===== src/rtl/seg7_scroll_driver_pkg.sv =====
// Shared definitions for the scrolling 7-segment driver: FSM states, blank code and hex glyphs.
// Glyphs are active-low {g,f,e,d,c,b,a}.
package seg7_scroll_driver_pkg;

  typedef enum logic [1:0] {
    S_OFF  = 2'd0,
    S_DEAD = 2'd1,
    S_ON   = 2'd2
  } state_e;

  localparam logic [6:0] SEG_BLANK = 7'b1111111;

  localparam logic [6:0] GLYPH_0 = 7'b1000000;
  localparam logic [6:0] GLYPH_1 = 7'b1111001;
  localparam logic [6:0] GLYPH_2 = 7'b0100100;
  localparam logic [6:0] GLYPH_3 = 7'b0110000;
  localparam logic [6:0] GLYPH_4 = 7'b0011001;
  localparam logic [6:0] GLYPH_5 = 7'b0010010;
  localparam logic [6:0] GLYPH_6 = 7'b0000010;
  localparam logic [6:0] GLYPH_7 = 7'b1111000;
  localparam logic [6:0] GLYPH_8 = 7'b0000000;
  localparam logic [6:0] GLYPH_9 = 7'b0010000;
  localparam logic [6:0] GLYPH_A = 7'b0001000;
  localparam logic [6:0] GLYPH_B = 7'b0000011;
  localparam logic [6:0] GLYPH_C = 7'b1000110;
  localparam logic [6:0] GLYPH_D = 7'b0100001;
  localparam logic [6:0] GLYPH_E = 7'b0000110;
  localparam logic [6:0] GLYPH_F = 7'b0001110;

  // Character idx of a 16-nibble message; character 0 sits in the top nibble.
  function automatic logic [3:0] char_at(input logic [63:0] msg, input logic [3:0] idx);
    logic [63:0] sh;
    sh = msg >> {4'd15 - idx, 2'b00};
    return sh[3:0];
  endfunction

endpackage


===== src/rtl/seg7_scroll_driver_hex_to_seg7.sv =====
// Combinational 4-bit hex code to active-low 7-segment glyph.
module hex_to_seg7
  import seg7_scroll_driver_pkg::*;
(
  input  logic [3:0] code_i,
  output logic [6:0] seg_o
);

  always_comb begin
    seg_o = SEG_BLANK;
    case (code_i)
      4'h0: seg_o = GLYPH_0;
      4'h1: seg_o = GLYPH_1;
      4'h2: seg_o = GLYPH_2;
      4'h3: seg_o = GLYPH_3;
      4'h4: seg_o = GLYPH_4;
      4'h5: seg_o = GLYPH_5;
      4'h6: seg_o = GLYPH_6;
      4'h7: seg_o = GLYPH_7;
      4'h8: seg_o = GLYPH_8;
      4'h9: seg_o = GLYPH_9;
      4'hA: seg_o = GLYPH_A;
      4'hB: seg_o = GLYPH_B;
      4'hC: seg_o = GLYPH_C;
      4'hD: seg_o = GLYPH_D;
      4'hE: seg_o = GLYPH_E;
      default: seg_o = GLYPH_F;
    endcase
  end

endmodule


===== src/rtl/seg7_scroll_driver.sv =====
// Scans a 4-character window of a 16-character message onto a common-anode display,
// with a blank dead-time before each digit. Optional frame blinking under SEG7_BLINK_EN.
module seg7_scroll_driver
  import seg7_scroll_driver_pkg::*;
#(
  parameter int          TICK_W   = 16,
  parameter int          ON_TICKS = 3,
  parameter logic [63:0] MSG      = 64'h0123456789ABCDEF
) (
  input  logic       clk,
  input  logic       reset,
  input  logic [3:0] offset,
  input  logic       enable,
`ifdef SEG7_BLINK_EN
  input  logic       blink,
`endif
  output logic [3:0] an,
  output logic [6:0] seg,
  output logic       frame_done,
  output state_e     dbg_state
);

  localparam int ON_W = (ON_TICKS > 1) ? $clog2(ON_TICKS) : 1;
  localparam logic [ON_W-1:0] ON_LAST = ON_W'(ON_TICKS - 1);

  logic [TICK_W-1:0] cnt_q;
  state_e            state_q;
  logic [1:0]        d_q;
  logic [3:0]        off_q;
  logic [ON_W-1:0]   on_cnt_q;
  logic [3:0]        an_q;
  logic [6:0]        seg_q;
  logic              fd_q;

  logic       tick;
  logic       on_done;
  logic       lit_en;
  logic [3:0] disp_off;
  logic [1:0] disp_d;
  logic [3:0] char_idx;
  logic [3:0] char_code;
  logic [6:0] glyph;

  always_ff @(posedge clk or posedge reset) begin
    if (reset) cnt_q <= '0;
    else       cnt_q <= cnt_q + 1'b1;
  end

  assign tick    = &cnt_q;
  assign on_done = tick && (on_cnt_q == ON_LAST);

`ifdef SEG7_BLINK_EN
  logic parity_q;

  // Parity flips once per completed frame, so the first frame after reset is lit.
  always_ff @(posedge clk or posedge reset) begin
    if (reset) parity_q <= 1'b0;
    else       parity_q <= parity_q ^ fd_q;
  end

  assign lit_en = !(blink && parity_q);
`else
  assign lit_en = 1'b1;
`endif

  // The glyph is looked up for the digit about to be shown, so seg is loaded while dark.
  always_comb begin
    disp_off = off_q;
    disp_d   = d_q;
    if (state_q == S_OFF) begin
      disp_off = offset;
      disp_d   = 2'd3;
    end else if (state_q == S_ON && on_done) begin
      if (d_q == 2'd0) begin
        disp_off = offset;
        disp_d   = 2'd3;
      end else begin
        disp_d = d_q - 2'd1;
      end
    end
    char_idx = disp_off + {2'b00, 2'd3 - disp_d};
  end

  assign char_code = char_at(MSG, char_idx);

  hex_to_seg7 u_glyph (
    .code_i (char_code),
    .seg_o  (glyph)
  );

  always_ff @(posedge clk or posedge reset) begin
    if (reset) begin
      state_q  <= S_DEAD;
      d_q      <= 2'd3;
      off_q    <= 4'd0;
      on_cnt_q <= '0;
      an_q     <= 4'b1111;
      seg_q    <= SEG_BLANK;
      fd_q     <= 1'b0;
    end else begin
      fd_q <= 1'b0;
      if (!enable) begin
        state_q <= S_OFF;
        an_q    <= 4'b1111;
        seg_q   <= SEG_BLANK;
      end else begin
        case (state_q)
          S_OFF: begin
            state_q <= S_DEAD;
            d_q     <= 2'd3;
            off_q   <= offset;
            seg_q   <= glyph;
          end
          S_DEAD: begin
            seg_q <= glyph;
            if (tick) begin
              an_q     <= lit_en ? ~(4'b0001 << d_q) : 4'b1111;
              on_cnt_q <= '0;
              state_q  <= S_ON;
            end
          end
          S_ON: begin
            if (tick) begin
              if (on_cnt_q == ON_LAST) begin
                an_q    <= 4'b1111;
                seg_q   <= glyph;
                state_q <= S_DEAD;
                d_q     <= d_q - 2'd1;
                if (d_q == 2'd0) begin
                  off_q <= offset;
                  fd_q  <= 1'b1;
                end
              end else begin
                on_cnt_q <= on_cnt_q + 1'b1;
              end
            end
          end
          default: begin
            state_q <= S_OFF;
            an_q    <= 4'b1111;
            seg_q   <= SEG_BLANK;
          end
        endcase
      end
    end
  end

  assign an         = an_q;
  assign seg        = seg_q;
  assign frame_done = fd_q;
  assign dbg_state  = state_q;

endmodule


===== config.mk =====
export PLATFORM = sky130hd
export DESIGN_NAME = seg7_scroll_driver
export DESIGN_NICKNAME = d
export VERILOG_FILES = /design/src/rtl/seg7_scroll_driver_pkg.sv /design/src/rtl/seg7_scroll_driver_hex_to_seg7.sv /design/src/rtl/seg7_scroll_driver.sv
export SDC_FILE = /design/constraint.sdc
export NUM_CORES = 1
export LEC_CHECK = 0
export ABC_AREA = 1
export CORE_MARGIN = 2
export CORE_UTILIZATION = 33
export DETAILED_ROUTE_END_ITERATION = 12
export GPL_TIMING_DRIVEN = 0
export PLACE_DENSITY = 0.55
export SLEW_MARGIN = 30
export SYNTH_ARGS = -nofsm -noshare
export SYNTH_HDL_FRONTEND = slang
export SYNTH_SLANG_ARGS = --single-unit

===== constraint.sdc =====
create_clock -name clk -period 5.24 [get_ports clk]
set_clock_uncertainty 0.2 [all_clocks]
set_input_delay 1.572 -clock clk [delete_from_list [all_inputs] [get_ports clk]]
set_output_delay 1.572 -clock clk [all_outputs]
set_load 0.02 [all_outputs]

==> results of run 1 <==
[cell usage in the layout (no fill, tap or decap), types with 2 or more instances in the layout]
master,n
clkbuf_8,6
inv_2,3
xor2_1,12
a41oi_1,3
dfstp_2,14
ha_1,14
dfrtp_1,24
o21ai_0,12
nand3_1,21
o31ai_1,2
nand2_2,9
nor2_1,25
inv_1,42
nor2_2,5
nand2_1,67
or2_2,6
nand3_2,5
nor3_1,2
nor2_4,3
xnor2_1,2
a21oi_1,14
clkdlybuf4s50_1,20
[report_power, final]
group	switching [uW]	total, uW	internal (uW)
Sequential	47.2	434	386
Clock	116	222	106
Combinational	599	957	357
Total	763	1610	850
[cell type report]
| class | count | area, sq um | share of cell area [%] |
|---|---|---|---|
| timing repair buffer | 21 | 220.2 | 7.719 |
| sequential | 38 | 968.4 | 33.95 |
| buffer | 1 | 5.005 | 0.1754 |
| tap | 99 | 123.9 | 4.342 |
| multi-input combinational | 215 | 1267 | 44.43 |
| clock buffer | 6 | 82.58 | 2.895 |
| inverter | 46 | 172.7 | 6.053 |
| clock inverter | 2 | 12.51 | 0.4386 |
[routing by layer]
layer	up-vias	wire length, um	GRT usage, %
met5	-	0	0
met4	0	63	4.071
met3	6	139	3.324
met2	24	2389	23.50
met1	929	2387	19.29
li1	1006	-	-
[state kept, by name, summed over array words and instances, names as in the netlist]
signal / flops
cnt_q: 16
seg: 7
an: 4
off_q: 4
d_q: 2
dbg_state: 2
on_cnt_q: 2
frame_done: 1
[logic make-up after synthesis]
logic type / Yosys count / share of synthesized area, %
XOR/XNOR: 14 / 5.080
flip-flops: 38 / 40.12
buffers and inverters: 47 / 7.361
AND/OR/NAND/NOR: 147 / 29.24
AO/OA/AOI/OAI: 39 / 10.11
adder cells (fa/ha/maj): 15 / 8.087
[synthesized netlist by cell type, types with 2 or more instances]
library cell / instances
dfrtp_1: 24
nor2_4: 3
ha_1: 14
nor2_2: 5
nor3_1: 2
nand2_1: 67
nor2_1: 25
xnor2_1: 2
inv_2: 2
nand2_2: 9
o31ai_1: 2
xor2_1: 12
nand3_1: 21
inv_1: 43
a21oi_1: 14
o21ai_0: 12
nand3_2: 5
or2_2: 6
a41oi_1: 3
dfstp_2: 14
[per-stage QoR]
| stage | cells | cell area (sq um) | power, uW |
|---|---|---|---|
| 2_1_floorplan | 300 | 2414 | 1160 |
| 3_3_place_gp | 419 | 2738 | 1384 |
| 3_5_place_dp | 420 | 2758 | 1399 |
| 4_1_cts | 428 | 2853 | 1629 |
| 5_1_grt | 428 | 2853 | 1806 |
| 6_report | 428 | 2853 | 1613 |
[worst paths after layout]
kind	startpoint	to	cells after the start	slack [ns]
max in group asynchronous	reset	dbg_state[0]	3	3.01
min in group asynchronous	reset	off_q[1]	2	1.31
worst max-delay path	offset[0]	seg[4]	15	1.13
worst min register to register	cnt_q[0]	cnt_q[0]	1	0.26
worst min-delay path	cnt_q[0]	cnt_q[0]	1	0.26
worst max register to register	dbg_state[0]	seg[4]	18	1.70
==> run_results.csv, run 1 <==
group,metric,value,unit
placement,gp_congestion,0.8672,
cts,cts.reportedPaths.clkPinSlew,0.08,ns
timing,setup_viol,0,
global_routing,grt.overflow.total,0,
synthesis,synth-seq-cells,38,
final_layout,fillers,759,
route,via_per_inst,4.591,
synthesis,ys_types,35,
final_layout,diodes,0,
worst_setup_path,crit_family,"adder cells",
global_routing,grt_pass1_wl,8.976,mm
worst_setup_path,arrival,4.15,ns
cts,insertion_delay,0.30,ns
worst_setup_path,cp_num_buf_inv,5,
synthesis,synth_area,2414,sq um
final_layout,syn2layout_area_growth,18.20,%
synthesis,synthFlopType,"dfrtp_1",
worst_setup_path,slowest_stage,"fa_1",
placement,pre_cts_slack,0.7914,ns
die,ios,21,
cts,cts_tree,"done",
route,vias,1965,
timing,finalWorstSetupSlack,1.131,ns
synthesis,ys_seq_area_share,40.12,%
synthesis,netlist_instances,300,
global_routing,grt_usage,14.46,%
power,power.density,565.3,nW/um^2
die,fp.dieW,89.52,um
die,die_area,8014,sq um
synthesis,syn_avg_cell_area,8.045,sq um
worst_setup_path,crit_path_start_kind,"input port",
cts,root_buffer,"clkbuf_8",
worst_setup_path,critical_path.cell_chain,"clkdlybuf4s50_1 -> inv_1 -> a21oi_1 -> a221oi_1 -> a21oi_1 -> ha_1 -> fa_1 -> inv_1 -> ha_1 -> nand3_1 -> inv_1 -> nand2_1 -> nand3_1 -> nand2_1 -> inv_1",
job,cap_viol_max_count,0,
timing,final.min_clock_period,4.109,ns
timing,finalCritPeriodShare,78.42,%
worst_setup_path,worstPathMaxFanout,5,
cts,clockBufferDepth,2,
worst_setup_path,worst_path_most_repeated_cell,"inv_1",
timing,maxSlewHeadroom,68.81,%
route,ant_nets,0,
die,core,7176,sq um
synthesis,yosysWarnings,0,
synthesis,synth_edf_count,0,
die,initial_core_util,33.64,%
synthesis,synth_nets,322,
worst_setup_path,critPathMaxStageDelay,0.58,ns
synthesis,synth_largest_area_cell,"dfrtp_1",
route,drt_pass1_iterations,4,
cts,cts_hold_buffers,0,
route,drtIter0Drc,80,
timing,finalHoldViolations,0,
timing,setup_tns,0,ns
timing,fmax,243.3,MHz
final_layout,nets,350,
cts,cts_resized,0,
placement,place.port_buffers,20,
worst_setup_path,crit_type,"input port to register",
run_status,status,"finished, final reports clean",
worst_setup_path,cp.required,5.28,ns
cts,cts.sinks,38,
timing,whs,0.2581,ns
global_routing,grt_max_degree,29,
placement,hpwl,3.734,mm
die,rows,31,
power,p_leak,0.001384,uW
die,die_h,89.52,um
global_routing,antenna_found_initial,0,
synthesis,synth_top_area_share,24.88,%
route,drc,0,
timing,tightest_slew,0.4662,ns
power,ir_worst_vdd,0.1258,mV
cts,cts_buffers,5,
final_layout,final_util,39.76,%
hold_path,hold_class,"register to register",
timing,rsz0062_at_grt,"false",
worst_setup_path,end_kind,"register",
timing,final_max_slew_viol_count,0,
cts,h-tree-depth,2,
route,wl_per_cell,11.64,um
synthesis,ys_top_cells_by_area,"dfrtp_1, dfstp_2, nand2_1, ha_1, inv_1",
synthesis,async_flop_share,100.0,%
final_layout,drive_above_1_share,17.93,%
global_routing,grt_pass1_vias,1914,
cts,cts_setup_buffers,0,
route,routed_wl,4.980,mm
No activity file was read; power rests on OpenSTA's default activity.
==> inputs of run 2 (changes only) <==
- PLACE_DENSITY: 0.55 -> 0.57
- clock period: 5.24 -> 3.7 ns (I/O delays scaled with it)
==> run_results.csv, run 2 (same netlist as run 1, synthesis figures left out) <==
group,metric,value,unit
run_status,status,"finished, final reports clean",
job,cap_viol_max_count,0,
placement,dp.cells,420,
cts,cts.reportedPaths.clkPinSlew,0.08,ns
timing,finalCritPeriodShare,96.07,%
final_layout,drive_above_1_share,20.24,%
cts,root_buffer,"clkbuf_8",
power,p_sw_share,44.71,%
timing,maxSlewHeadroom,64.40,%
timing,tightest_slew,0.5320,ns
route,via_per_inst,4.551,
worst_setup_path,r2r_start,"d_q[0]",
timing,final.min_clock_period,3.554,ns
timing,final_max_slew_viol_count,0,
global_routing,grt_max_degree,22,
route,drc,0,
worst_setup_path,timing.rr.end,"seg[3]",
timing,rsz0062_at_grt,"false",
route,drtIter0Drc,91,
placement,place_area,2765,sq um
final_layout,largest_register_ff_count,16,
worst_setup_path,cp.required,3.74,ns
cts,clockBufferDepth,2,
cts,cts_buffers,5,
worst_setup_path,arrival,3.60,ns
route,vias,1957,
power,switchingPower,1113,uW
global_routing,grt.overflow.total,0,
worst_setup_path,crit_path_start_kind,"input port",
worst_setup_path,crit_type,"input port to register",
global_routing,grt_usage,14.12,%
cts,cts_tree,"done",
final_layout,diodes,0,
die,initial_core_util,33.64,%
route,drt_pass1_iterations,4,
final_layout,nets,352,
cts,insertion_delay,0.30,ns
global_routing,grt_pass1_vias,1906,
power,seqPwrFrac,24.8,%
die,die_h,89.52,um
cts,h-tree-depth,2,
hold_path,hold_class,"register to register",
final_layout,stdcell_count,430,
die,rows,31,
final_layout,mostFrequentLayoutCells,"nand2_1, inv_1, nor2_1, dfrtp_1",
timing,finalHoldViolations,0,
timing,fmax,281.3,MHz
hold_path,hold_depth,1,
timing,setup_viol,0,
final_layout,syn2layout_area_growth,21.82,%
hold_path,hold_start,"cnt_q[0]",
cts,cts.sinks,38,
global_routing,antenna_found_initial,0,
route,routed_wl,4.970,mm
worst_setup_path,end_kind,"register",
worst_setup_path,r2r_slack,0.26,ns
final_layout,postLayoutCellArea,2940,sq um
die,fp.dieW,89.52,um
placement,place.port_buffers,20,
power,internal_power,1376,uW
power,power.density,846.3,nW/um^2
route,ant_nets,0,
power,p_leak,0.001416,uW
placement,gp_congestion,0.8015,
route,wl_per_cell,11.56,um
die,core,7176,sq um
hold_path,whs_endpoint,"cnt_q[0]",
power,clock_power_share,17.3,%
worst_setup_path,worstPathMaxFanout,4,
power,power,2488,uW
power,combPwrFrac,57.9,%
die,ios,21,
placement,hpwl,3.710,mm
final_layout,layout_commonest_cell,"nand2_1",
worst_setup_path,r2r_cells,16,
power,ir_worst_vdd,0.1920,mV
die,die_area,8014,sq um
global_routing,grt_pass1_wl,8.735,mm
final_layout,largest-register,"cnt_q",
run 2: layout make-up:
type	count	area, sq um
timing repair buffer	23	242.7
clock inverter	3	68.82
fill	725	4235
inverter	46	172.7
clock buffer	5	68.82
buffer	1	5.005
multi-input combinational	215	1290
sequential	38	968.4
tap	99	123.9
run 2: critical path, cell delays in order:
cell and delay, ns:
clkdlybuf4s50_1 0.42, inv_1 0.10, a21oi_2 0.07, a221oi_2 0.24, a21oi_1 0.07, ha_2 0.22, fa_2 0.62, buf_4 0.13
ha_1 0.17, nand3_2 0.11, nand2_1 0.10, nand2_1 0.06, nand3_1 0.08, nand2_1 0.05, inv_1 0.05
run 2: how the worst max path moves through the flow:
| stage | startpoint | to | cells past startpoint |
|---|---|---|---|
| after floorplan | offset[0] | seg[0] | 14 |
| after global placement | offset[0] | seg[4] | 15 |
| after detailed placement | offset[0] | seg[4] | 15 |
| after CTS | offset[0] | seg[4] | 15 |
| after global routing | offset[0] | seg[6] | 15 |
| final | offset[0] | seg[3] | 15 |
run 2: metal layers:
layer | track usage, % | vias to the layer above | part of all wire [%]
li1 | - | 1009 | -
met1 | 17.77 | 924 | 48
met2 | 23.91 | 17 | 49
met3 | 2.770 | 7 | 1.8
met4 | 5.292 | 0 | 1.7
met5 | 0 | - | 0
run 2: power groups by stage:
| stage | sequential, uW | clock [uW] | combinational (uW) |
|---|---|---|---|
| finish | 617 | 432 | 1440 |
| detailed placement | 625 | 0 | 1360 |
| floorplan | 681 | 0 | 961 |
| global route | 630 | 462 | 1660 |
| CTS | 618 | 446 | 1370 |
| global placement | 623 | 0 | 1340 |
run 2: timing repair:
item	in CTS	in global routing
hold buffers	0	0
gates resized for setup	0	6
buffers inserted	0	2
setup endpoints to repair	0	6
run 2: per-stage QoR:
stage               util (%)  hold WS [ns]  TNS, ns  setup WS, ns
floorplan                  -        0.2265        0        0.4369
detailed placement     38.54        0.2570   -1.276       -0.2592
finish                 40.98        0.2631        0        0.1456
global route           40.98        0.3097        0      0.008016
CTS                    40.45        0.2695        0       0.04339
global placement       38.15        0.2430   -1.101       -0.2308
==> inputs of run 3 (changes only) <==
- CORE_MARGIN: 2 -> not set
==> run_results.csv, run 3 (same netlist as run 1, synthesis figures left out) <==
group,metric,value,unit
run_status,status,"finished, final reports clean",
final_layout,nets,350,
placement,hpwl,3.560,mm
worst_setup_path,worst_path_most_repeated_cell,"nand2_1",
cts,h-tree-depth,2,
global_routing,grt_pass1_vias,1807,
power,p_leak,0.001381,uW
power,internal_power,1230,uW
cts,cts_hold_buffers,0,
final_layout,mostFrequentLayoutCells,"nand2_1, inv_1, nor2_1, dfrtp_1",
final_layout,stdcell_count,425,
job,cap_viol_max_count,0,
worst_setup_path,arrival,3.52,ns
timing,setup_tns,0,ns
placement,place.port_buffers,20,
route,vias,1894,
placement,dp.cells,417,
global_routing,grt_pass1_wl,8.017,mm
power,power.density,802.6,nW/um^2
timing,finalCritPeriodShare,94.33,%
power,power,2307,uW
power,clock_power_share,12.6,%
route,routed_wl,4.695,mm
route,ant_nets,0,
global_routing,grt.overflow.total,0,
cts,root_buffer,"clkbuf_8",
cts,cts_setup_buffers,0,
route,drtIter0Drc,52,
timing,rsz0062_at_grt,"false",
final_layout,layout_commonest_cell,"nand2_1",
power,switchingPower,1077,uW
timing,tightest_slew,0.4513,ns
final_layout,largest_register_ff_count,16,
power,ir_worst_vdd,0.1841,mV
worst_setup_path,r2r_slack,0.30,ns
timing,final.min_clock_period,3.490,ns
timing,setup_viol,0,
power,p_sw_share,46.68,%
cts,cts_resized,0,
timing,finalHoldViolations,0,
die,rows,30,
hold_path,hold_class,"register to register",
worst_setup_path,crit_type,"input port to register",
worst_setup_path,critical_path.cell_chain,"clkdlybuf4s50_1 -> inv_2 -> a21oi_2 -> a221oi_2 -> a21oi_1 -> ha_2 -> fa_2 -> inv_2 -> ha_2 -> nand3_2 -> nand2_1 -> nand2_1 -> nand3_1 -> nand2_1 -> inv_1",
placement,gp_congestion,0.7926,
placement,place_area,2761,sq um
die,initial_core_util,34.76,%
cts,cts.reportedPaths.clkPinSlew,0.07,ns
worst_setup_path,worstPathMaxFanout,5,
die,die_h,87.52,um
die,core,6944,sq um
power,seqPwrFrac,26.8,%
die,die_area,7660,sq um
cts,insertion_delay,0.28,ns
route,via_per_inst,4.456,
global_routing,grt_usage,13.41,%
die,fp.dieW,87.52,um
power,combPwrFrac,60.6,%
final_layout,postLayoutCellArea,2874,sq um
global_routing,grt_max_degree,22,
cts,cts_tree,"done",
route,drt_pass1_iterations,4,
worst_setup_path,cp.required,3.73,ns
global_routing,antenna_found_initial,0,
final_layout,largest-register,"cnt_q",
cts,cts_buffers,5,
route,wl_per_cell,11.05,um
route,drc,0,
cts,clockBufferDepth,2,
worst_setup_path,crit_path_start_kind,"input port",
worst_setup_path,end_kind,"register",
final_layout,diodes,0,
final_layout,syn2layout_area_growth,19.08,%
worst_setup_path,slowest_stage,"fa_2",
final_layout,drive_above_1_share,19.76,%
timing,fmax,286.5,MHz
timing,maxSlewHeadroom,69.80,%
worst_setup_path,critPathMaxStageDelay,0.64,ns
die,ios,21,
cts,cts.sinks,38,
timing,final_max_slew_viol_count,0,
[run 3: cell types whose count changed in the layout (fill, tap and decap cells not counted), sizes merged]
| cell | change |
|---|---|
| clkbuf | +3 |
| buf | -2 |
| bufinv | -2 |
| clkinv | -1 |
[run 3: power groups by stage]
| stage | Combinational [uW] | Sequential [uW] | Clock [uW] |
|---|---|---|---|
| after global routing | 1600 | 629 | 322 |
| after detailed placement | 1360 | 624 | 0 |
| after CTS | 1380 | 617 | 309 |
| after floorplan | 961 | 681 | 0 |
| after global placement | 1350 | 624 | 0 |
| final | 1400 | 618 | 291 |
[run 3: through the flow]
stage                     setup slack [ns]  hold WS, ns  utilization, %
after CTS                          0.02231       0.2610           41.06
after floorplan                     0.4369       0.2265               -
after global routing               0.01123       0.2886           41.39
after detailed placement           -0.2808       0.2503           39.77
after global placement             -0.2448       0.2418           39.37
final                               0.2098       0.2546           41.39
[run 3: critical path: cells and delay by family]
family	cells	cell delay (ns)
simple gates	5	0.38
buf+inv	4	0.63
fa+ha+maj	3	1.05
compound gates	3	0.36
[run 3: per-layer routing]
| metal | GRT usage (%) | vias up | wire [um] |
|---|---|---|---|
| met5 | 0 | - | 0 |
| met1 | 16.60 | 848 | 2292 |
| li1 | - | 1010 | - |
| met3 | 2.559 | 7 | 155 |
| met2 | 23.37 | 29 | 2176 |
| met4 | 4.620 | 0 | 70 |
[run 3: area by class of cell]
cell class,instances,area (sq um)
Buffer,1,5.005
Clock buffer,8,90.09
Fill cell,721,4070
Inverter,46,172.7
Multi-Input combinational cell,215,1290
Sequential cell,38,968.4
Tap cell,96,120.1
Timing Repair Buffer,21,227.7
[run 3: worst paths after layout]
path	startpoint	to	cells after the start
worst max-delay path	offset[0]	seg[0]	15
worst min-delay path	cnt_q[0]	cnt_q[0]	1
worst max register to register	d_q[0]	seg[0]	16
worst min register to register	cnt_q[0]	cnt_q[0]	1
max in group asynchronous	reset	an[3]	3
min in group asynchronous	reset	cnt_q[15]	2
